**src/rtl/seq_divider.sv**
```systemverilog
// Restoring shift-and-subtract unsigned divider producing one quotient bit per clock,
// with a start/done handshake and a registered divide-by-zero flag.
module seq_divider #(
  parameter int WIDTH = 4
) (
  input  logic             clk,
  input  logic             rst,
  input  logic             start,
  input  logic [WIDTH-1:0] dividend,
  input  logic [WIDTH-1:0] divisor,
  output logic             busy,
  output logic             done,
  output logic [WIDTH-1:0] quotient,
  output logic [WIDTH-1:0] remainder,
  output logic             div_by_zero
);

  localparam int CW = $clog2(WIDTH + 1);

  typedef enum logic [1:0] {
    IDLE,
    RUN,
    DONE
  } state_t;

  state_t           state_q, state_d;
  logic [WIDTH:0]   a_q, a_d;
  logic [WIDTH-1:0] q_q, q_d;
  logic [WIDTH-1:0] m_q, m_d;
  logic [CW-1:0]    cnt_q, cnt_d;
  logic [WIDTH-1:0] quo_q, quo_d;
  logic [WIDTH-1:0] rem_q, rem_d;
  logic             dbz_q, dbz_d;

  logic [WIDTH:0]   a_shift;
  logic [WIDTH:0]   trial;
  logic [WIDTH:0]   a_next;
  logic [WIDTH-1:0] q_next;

  // One restoring step: shift {A,Q} left, keep the subtraction only if it did not go negative.
  always_comb begin
    a_shift = (a_q << 1) | {{WIDTH{1'b0}}, q_q[WIDTH-1]};
    trial   = a_shift - {1'b0, m_q};
    if (trial[WIDTH]) begin
      a_next = a_shift;
      q_next = q_q << 1;
    end else begin
      a_next = trial;
      q_next = (q_q << 1) | {{(WIDTH-1){1'b0}}, 1'b1};
    end
  end

  always_comb begin
    state_d = state_q;
    a_d     = a_q;
    q_d     = q_q;
    m_d     = m_q;
    cnt_d   = cnt_q;
    quo_d   = quo_q;
    rem_d   = rem_q;
    dbz_d   = dbz_q;
    case (state_q)
      IDLE: begin
        if (start) begin
          if (divisor != '0) begin
            a_d     = '0;
            q_d     = dividend;
            m_d     = divisor;
            cnt_d   = CW'(WIDTH);
            state_d = RUN;
          end else begin
            quo_d   = '1;
            rem_d   = dividend;
            dbz_d   = 1'b1;
            state_d = DONE;
          end
        end
      end
      RUN: begin
        a_d   = a_next;
        q_d   = q_next;
        cnt_d = cnt_q - CW'(1);
        // Results are loaded on the final step so they are valid as done rises.
        if (cnt_q == CW'(1)) begin
          quo_d   = q_next;
          rem_d   = a_next[WIDTH-1:0];
          dbz_d   = 1'b0;
          state_d = DONE;
        end
      end
      DONE: begin
        state_d = IDLE;
      end
      default: begin
        state_d = IDLE;
      end
    endcase
  end

  always_ff @(posedge clk or posedge rst) begin
    if (rst) begin
      state_q <= IDLE;
      a_q     <= '0;
      q_q     <= '0;
      m_q     <= '0;
      cnt_q   <= '0;
      quo_q   <= '0;
      rem_q   <= '0;
      dbz_q   <= 1'b0;
    end else begin
      state_q <= state_d;
      a_q     <= a_d;
      q_q     <= q_d;
      m_q     <= m_d;
      cnt_q   <= cnt_d;
      quo_q   <= quo_d;
      rem_q   <= rem_d;
      dbz_q   <= dbz_d;
    end
  end

  assign busy        = (state_q == RUN);
  assign done        = (state_q == DONE);
  assign quotient    = quo_q;
  assign remainder   = rem_q;
  assign div_by_zero = dbz_q;

endmodule
```
**config.mk**
```make
export PLATFORM = sky130hd
export DESIGN_NAME = seq_divider
export DESIGN_NICKNAME = d
export VERILOG_FILES = /design/src/rtl/seq_divider.sv
export SDC_FILE = /design/constraint.sdc
export NUM_CORES = 1
export LEC_CHECK = 0
export ABC_CLOCK_PERIOD_IN_PS = 2800
export BUFFER_PORTS_ARGS = -buffer_cell sky130_fd_sc_hd__buf_2
export CAP_MARGIN = 30
export CORE_MARGIN = 3
export CORE_UTILIZATION = 40
export DETAILED_ROUTE_END_ITERATION = 10
export PLACE_DENSITY_LB_ADDON = 0.05
export SLEW_MARGIN = 20
export SYNTH_ARGS = -nofsm -noshare
export SYNTH_HDL_FRONTEND = slang
export SYNTH_SLANG_ARGS = --single-unit
```
**constraint.sdc**
```tcl
create_clock -name clk -period 2.8 [get_ports clk]
set_input_delay 0 -clock clk [delete_from_list [all_inputs] [get_ports clk]]
set_output_delay 0 -clock clk [all_outputs]
set_load 0.01 [all_outputs]
```
==> out/qor.yml, run 1 <==
outcome:
  status: "finished, final reports clean"
floorplanning:
  core_mm2: 0.003178
  die_h_um: 65.01
  die_w_um: 65.01
  die-area_mm2: 0.004226
  io_pins: 22
  initial_utilization_pct: 43.82
  fp-row-count: 20
sta:
  hold_violations: 0
  max-slew-margin-rel_pct: 59.69
  fin_skew_ns: 0.008894
  rsz0062_at_grt: "no"
  min_period_over_period_pct: 79.65
  fin_crit_ns: 2.230
  setup_tns_ns: 0
  finalMaxSlewViolations: 0
  finalSetupViolations: 0
  worstMarginPinSlew_ns: 0.6001
  max_freq_mhz: 448.4
  hold_slack_ns: 0.1346
clock_network:
  cts_buffers: 3
  cts_setup_buffers: 0
  ctsResizeCount: 0
  cts-root-buf: "clkbuf_4"
  clk_pin_slew_worst_paths_ns: 0.13
  cts_hold_buf: 9
  htreeDepth: 1
  insertion_delay_ns: 0.31
  cts.sinks: 26
  tritoncts: "yes"
  clockBufferDepth: 2
drt:
  drt-initial-drc-count: 39
  vias_per_cell: 5.231
  finalWirelength_mm: 3.015
  drc: 0
  drt_pass1_iterations: 4
  vias: 1156
  wl_per_cell_um: 13.64
  ant_nets: 0
placed_design:
  dp_hpwl_mm: 2.239
  gp_congestion: 0.7230
  portBuffers: 21
logic_synthesis:
  synth_flop_cell: "dfrtp_1"
  syn_nets: 165
  syn_area_per_cell_um2: 9.473
  synthTopCellsByArea: "dfrtp_1 47%, nand2_1 7.0%, ha_1 5.4%"
  synthArstFlopShare_pct: 100.0
  yosysSeqAreaShare_pct: 46.72
  synth_top_area_share_pct: 46.72
  ys_seq_elements: 26
  synth-edff-count: 0
  ys_warn_count: 0
  synth_cells: 147
  syn_area_mm2: 0.001393
  synth_common_cells: "26 x dfrtp_1, 26 x nand2_1, 14 x nor2_1"
  synth.lib_cells_used.distinct: 36
  synth_area_leader_cell: "dfrtp_1"
power_and_ir_drop:
  p_total_uw: 2006
  p_per_area_mw_per_mm2: 1215
  leakagePower_uw: 0.0007749
  peakVddDrop_mv: 0.5017
setup_path:
  r2r_end: "remainder[3]$_DFFE_PP0P_"
  cp_data_arrival_time_ns: 2.41
  reg2reg_depth: 8
  worstSetupEndpoint: "remainder[3]$_DFFE_PP0P_"
  critPathMaxFanout: 9
  cp-end-kind: "register"
  worst-setup-path-type: "reg2reg"
  startpoint: "q_q[3]$_DFFE_PP0P_"
  cp.required_ns: 2.98
  r2r_start: "q_q[3]$_DFFE_PP0P_"
  startpoint_type: "register"
  timing.reg2reg.setup_slack_ns: 0.57
cells_and_area:
  multi_input_comb_area_um2: 660.6
  num_antenna_cells: 0
  area_growth_pct: 18.60
  drive_gt1_share_pct: 17.51
  fillers: 326
  seq_area_um2: 650.6
  final_nets: 197
global_route:
  grt_first_pass_wirelength_mm: 5.368
  grt.overflow.total: 0
  grt_start_max_net_pins: 21
  antenna_found_initial: 0
  grt_usage_pct: 16.15
  grt_pass1_vias: 1151
job:
  drv_cap: 0
min_path:
  hold_path.class: "in2reg"
==> how the worst min path moves through the flow <==
stage | startpoint | end | slack [ns] | depth (start not counted)
6_report | start | m_q[0]$_DFFE_PP0P_ | 0.13 | 5
3_5_place_dp | rst | quotient[2]$_DFFE_PP0P_ | 0.08 | 2
3_3_place_gp | divisor[3] | m_q[3]$_DFFE_PP0P_ | 0.25 | 3
4_1_cts | start | cnt_q[2]$_DFFE_PP0P_ | 0.12 | 4
5_1_grt | start | cnt_q[2]$_DFFE_PP0P_ | 0.16 | 4
2_1_floorplan | rst | a_q[0]$_DFFE_PP0P_ | 0.04 | 1
==> metrics by stage <==
stage	std cells	utilization, %	area [µm²]	setup WS (ns)
after floorplan	147	-	1393	0.7988
after CTS	221	51.97	1652	0.5801
final	221	51.97	1652	0.5698
after detailed placement	209	48.43	1539	0.6050
after global placement	208	47.95	1524	0.6535
after global routing	221	51.97	1652	0.4283
==> critical path: stages, from the launching register on <==
cell and delay, ns:
dfrtp_1 0.39, inv_1 0.06, ha_1 0.20, fa_1 0.39
nand2b_1 0.17, o2bb2ai_2 0.20, xnor2_1 0.37, nand2b_1 0.19
a41oi_1 0.12
==> registers in the layout (all words and copies together), names as in the netlist <==
signal       cells
a_q              4
cnt_q            3
div_by_zero      1
m_q              4
q_q              4
quotient         4
remainder        4
state_q          2
==> routing by layer <==
layer / global-route usage (%) / vias to the layer above / routed length [µm] / share of wire (%)
li1: - / 572 / - / -
met1: 22.34 / 560 / 1490 / 49
met2: 26.44 / 22 / 1419 / 47
met3: 2.426 / 2 / 89 / 3.0
met4: 3.958 / 0 / 15 / 0.50
met5: 0 / - / 0 / 0
==> final cells by class <==
cell class	instances	share of cell area [%]
inverters	10	2.273
multi-input cells	105	40.00
repair buffers	33	13.64
flip-flops and latches	26	39.39
well taps	44	3.333
clock buffers	3	1.364
==> cells by family (layout without fill, tap and decap cells) <==
family | Yosys count | in the layout | share of synthesized area [%]
XOR/XNOR | 4 | 4 | 2.516
adder cells (fa/ha/maj) | 7 | 7 | 6.828
buffers and inverters | 16 | 46 | 5.839
AO/OA/AOI/OAI | 32 | 32 | 17.07
flip-flops | 26 | 26 | 46.72
AND/OR/NAND/NOR | 61 | 61 | 20.30
multiplexers | 1 | 1 | 0.7188
==> placed cells by master (no fill, tap or decap), types with 2 or more instances in the layout <==
cell and instances:
a21oi_1 4, a31oi_1 7, and4b_1 2, buf_2 21, buf_4 2, clkbuf_4 3, dfrtp_1 26, dlygate4sd3_1 9
ha_1 6, inv_1 9, nand2_1 26, nand2b_1 4, nand3_1 5, nand3b_1 2, nor2_1 14, nor2b_1 3
nor3_1 2, o21ai_0 7, o22a_1 4, or3_1 2, xnor2_1 2, xor2_1 2
==> power breakdown <==
group / switching, µW / internal [µW] / total (µW)
combinational: 672 / 488 / 1160
sequential: 131 / 562 / 693
clock: 103 / 50.3 / 153
No activity file was read; power rests on OpenSTA's default activity.
==> run 2, diff against run 1 <==
--- a/config.mk
+++ b/config.mk
@@ -5,7 +5,7 @@
 export SDC_FILE = /design/constraint.sdc
 export NUM_CORES = 1
 export LEC_CHECK = 0
-export ABC_CLOCK_PERIOD_IN_PS = 2800
+export ABC_CLOCK_PERIOD_IN_PS = 2250
 export BUFFER_PORTS_ARGS = -buffer_cell sky130_fd_sc_hd__buf_2
 export CAP_MARGIN = 30
 export CORE_MARGIN = 3
==> constraint.sdc (replaced) <==
create_clock -name clk -period 2.25 [get_ports clk]
set_input_delay 0 -clock clk [delete_from_list [all_inputs] [get_ports clk]]
set_output_delay 0 -clock clk [all_outputs]
set_load 0.01 [all_outputs]
==> run 2 against run 1 <==
Net effect:
- design area is 3.3% higher
- register-to-register slack worse by 0.44 ns
- highest routed layer unchanged
- setup slack worse by 0.44 ns
- critical endpoint is now remainder[1]$_DFFE_PP0P_
- utilization is 1.7 points higher
==> out/qor.yml, run 2 (synthesized netlist as in run 1, its figures left out) <==
floorplanning:
  die_h_um: 65.01  # unchanged
  core_mm2: 0.003178  # unchanged
  die_w_um: 65.01  # unchanged
  fp-row-count: 20  # unchanged
  io_pins: 22  # unchanged
  initial_utilization_pct: 43.82  # unchanged
  die-area_mm2: 0.004226  # unchanged
min_path:
  timing.hold.worst.start: "start"  # unchanged
  hold_path.class: "in2reg"  # unchanged
power_and_ir_drop:
  p_total_uw: 2695  # was 2006 µW
  leakagePower_uw: 0.0008093  # was 0.0007749 µW
  peakVddDrop_mv: 0.7331  # was 0.5017 mV
  p_per_area_mw_per_mm2: 1579  # was 1215 mW/mm²
clock_network:
  cts_buffers: 3  # unchanged
  clk_pin_slew_worst_paths_ns: 0.14  # was 0.13 ns
  clockBufferDepth: 2  # unchanged
  htreeDepth: 1  # unchanged
  cts-root-buf: "clkbuf_4"  # unchanged
  cts.sinks: 26  # unchanged
  tritoncts: "yes"  # unchanged
  insertion_delay_ns: 0.31  # about the same
global_route:
  antenna_found_initial: 0  # unchanged
  grt_start_max_net_pins: 27  # was 21
  grt_usage_pct: 16.79  # was 16.15%
  grt_pass1_vias: 1162  # was 1151
  grt.overflow.total: 0  # unchanged
  grt_first_pass_wirelength_mm: 5.478  # was 5.368 mm
setup_path:
  cp-end-kind: "register"  # unchanged
  cp_data_arrival_time_ns: 2.31  # was 2.41 ns
  worst-setup-path-type: "reg2reg"  # unchanged
  crit_family: "adder cells"  # unchanged
  startpoint_type: "register"  # unchanged
  critPathMaxFanout: 8  # was 9
  crit_buf_inv: 1  # unchanged
  r2r_start: "q_q[3]$_DFFE_PP0P_"  # unchanged
  startpoint: "q_q[3]$_DFFE_PP0P_"  # unchanged
  critical_path.cell_chain: "inv_1, ha_1, fa_1, nand2b_4, o2bb2ai_4, and4b_1, a311oi_2, a31oi_1"  # was inv_1, ha_1, fa_1, nand2b_1, o2bb2ai_2, xnor2_1, nand2b_1, a41oi_1
  cp.required_ns: 2.44  # was 2.98 ns
  slowest_delay_ns: 0.40  # was 0.39 ns
  slowest_stage: "fa_1"  # was dfrtp_1
sta:
  hold_slack_ns: 0.1189  # was 0.1346 ns
  max-slew-margin-rel_pct: 60.64  # was 59.69%
  min_period_over_period_pct: 94.07  # was 79.65%
  rsz0062_at_grt: "no"  # unchanged
  finalMaxSlewViolations: 0  # unchanged
  finalSetupViolations: 0  # unchanged
  setup_tns_ns: 0  # unchanged
  worstMarginPinSlew_ns: 0.5859  # was 0.6001 ns
  fin_skew_ns: 0.006316  # was 0.008894 ns
  max_freq_mhz: 472.5  # was 448.4 MHz
  fin_crit_ns: 2.116  # was 2.230 ns
  hold_violations: 0  # unchanged
drt:
  wl_per_cell_um: 13.75  # was 13.64 µm
  drt-initial-drc-count: 70  # was 39
  finalWirelength_mm: 3.107  # was 3.015 mm
  vias_per_cell: 5.066  # was 5.231
  vias: 1145  # was 1156
  drc: 0  # unchanged
  drt_pass1_iterations: 4  # unchanged
  ant_nets: 0  # unchanged
cells_and_area:
  seq_area_um2: 650.6  # unchanged
  drive_gt1_share_pct: 20.88  # was 17.51%
  num_antenna_cells: 0  # unchanged
  final_nets: 202  # was 197
  fillers: 307  # was 326
  area_growth_pct: 22.55  # was 18.60%
  utilization_pct: 53.70  # was 51.97%
  stdcell_count: 226  # was 221
  layout_common_cells: "26 x nand2_1, 26 x dfrtp_1, 22 x buf_2"  # was 26 x nand2_1, 26 x dfrtp_1, 21 x buf_2
  multi_input_comb_area_um2: 688.2  # was 660.6 µm²
placed_design:
  gp_congestion: 0.7482  # was 0.7230
  dp_hpwl_mm: 2.286  # was 2.239 mm
  dp.cells: 211  # was 209
  portBuffers: 21  # unchanged
outcome:
  status: "finished, final reports clean"  # unchanged
job:
  drv_cap: 0  # unchanged
-- run 2: cell count changes in the layout (fill, tap and decap cells not counted) --
| cell | before | now |
|---|---|---|
| nand2b_4 | 0 | 1 |
| buf_8 | 1 | 0 |
| xnor2_1 | 2 | 1 |
| nand2b_1 | 4 | 3 |
| buf_2 | 21 | 22 |
| o2bb2ai_4 | 0 | 1 |
| buf_4 | 2 | 7 |
| o2bb2ai_2 | 1 | 0 |
| xnor2_2 | 0 | 1 |
-- run 2: worst min-delay path, delay by kind of cell --
| family | cells | cell delay [ns] |
|---|---|---|
| AO/OA/AOI/OAI | 1 | 0.07 |
| AND/OR/NAND/NOR | 2 | 0.22 |
| buffers and inverters | 1 | 0.11 |
-- run 2: metal layers --
layer | part of all wire, % | vias up | GRT usage [%] | wire length [µm]
met4 | 0.68 | 0 | 4.749 | 21
met1 | 49 | 543 | 23.93 | 1516
li1 | - | 582 | - | -
met2 | 48 | 18 | 26.69 | 1476
met5 | 0 | - | 0 | 0
met3 | 3.0 | 2 | 2.080 | 93
-- run 2: power breakdown --
group | switching, µW | internal [µW] | total, µW
registers | 162 | 699 | 861
clock network | 131 | 62.6 | 193
logic | 899 | 742 | 1640
-- run 2: what timing repair did --
action / in CTS / in global routing
setup endpoints to repair: 0 / 8
hold endpoints to repair: 37 / 0
buffers inserted: 0 / 2
resized for setup: 0 / 3
hold buffers: 9 / 0
-- run 2: stage by stage --
stage | area [µm²] | worst slack (ns)
after global placement | 1546 | 0.07285
after detailed placement | 1546 | 0.04507
after CTS | 1659 | 0.02246
after floorplan | 1393 | 0.2488
after global routing | 1707 | 0.003849
final | 1707 | 0.1335
-- run 2: path summary, 6_finish.rpt --
kind	to	slack [ns]	depth (start not counted)
worst min-delay path	cnt_q[2]$_DFFE_PP0P_	0.12	4
worst max register to register	remainder[1]$_DFFE_PP0P_	0.13	8
worst max-delay path	remainder[1]$_DFFE_PP0P_	0.13	8
max in group asynchronous	quotient[2]$_DFFE_PP0P_	1.73	4
min in group asynchronous	cnt_q[1]$_DFFE_PP0P_	0.26	4
worst min register to register	quotient[3]$_DFFE_PP0P_	0.50	1
-- run 2: cell type report --
| type | instances | share of cell area [%] |
|---|---|---|
| repair buffers | 38 | 14.81 |
| inverters | 10 | 2.199 |
| flip-flops and latches | 26 | 38.12 |
| well taps | 44 | 3.226 |
| clock buffers | 3 | 1.320 |
| multi-input cells | 105 | 40.32 |
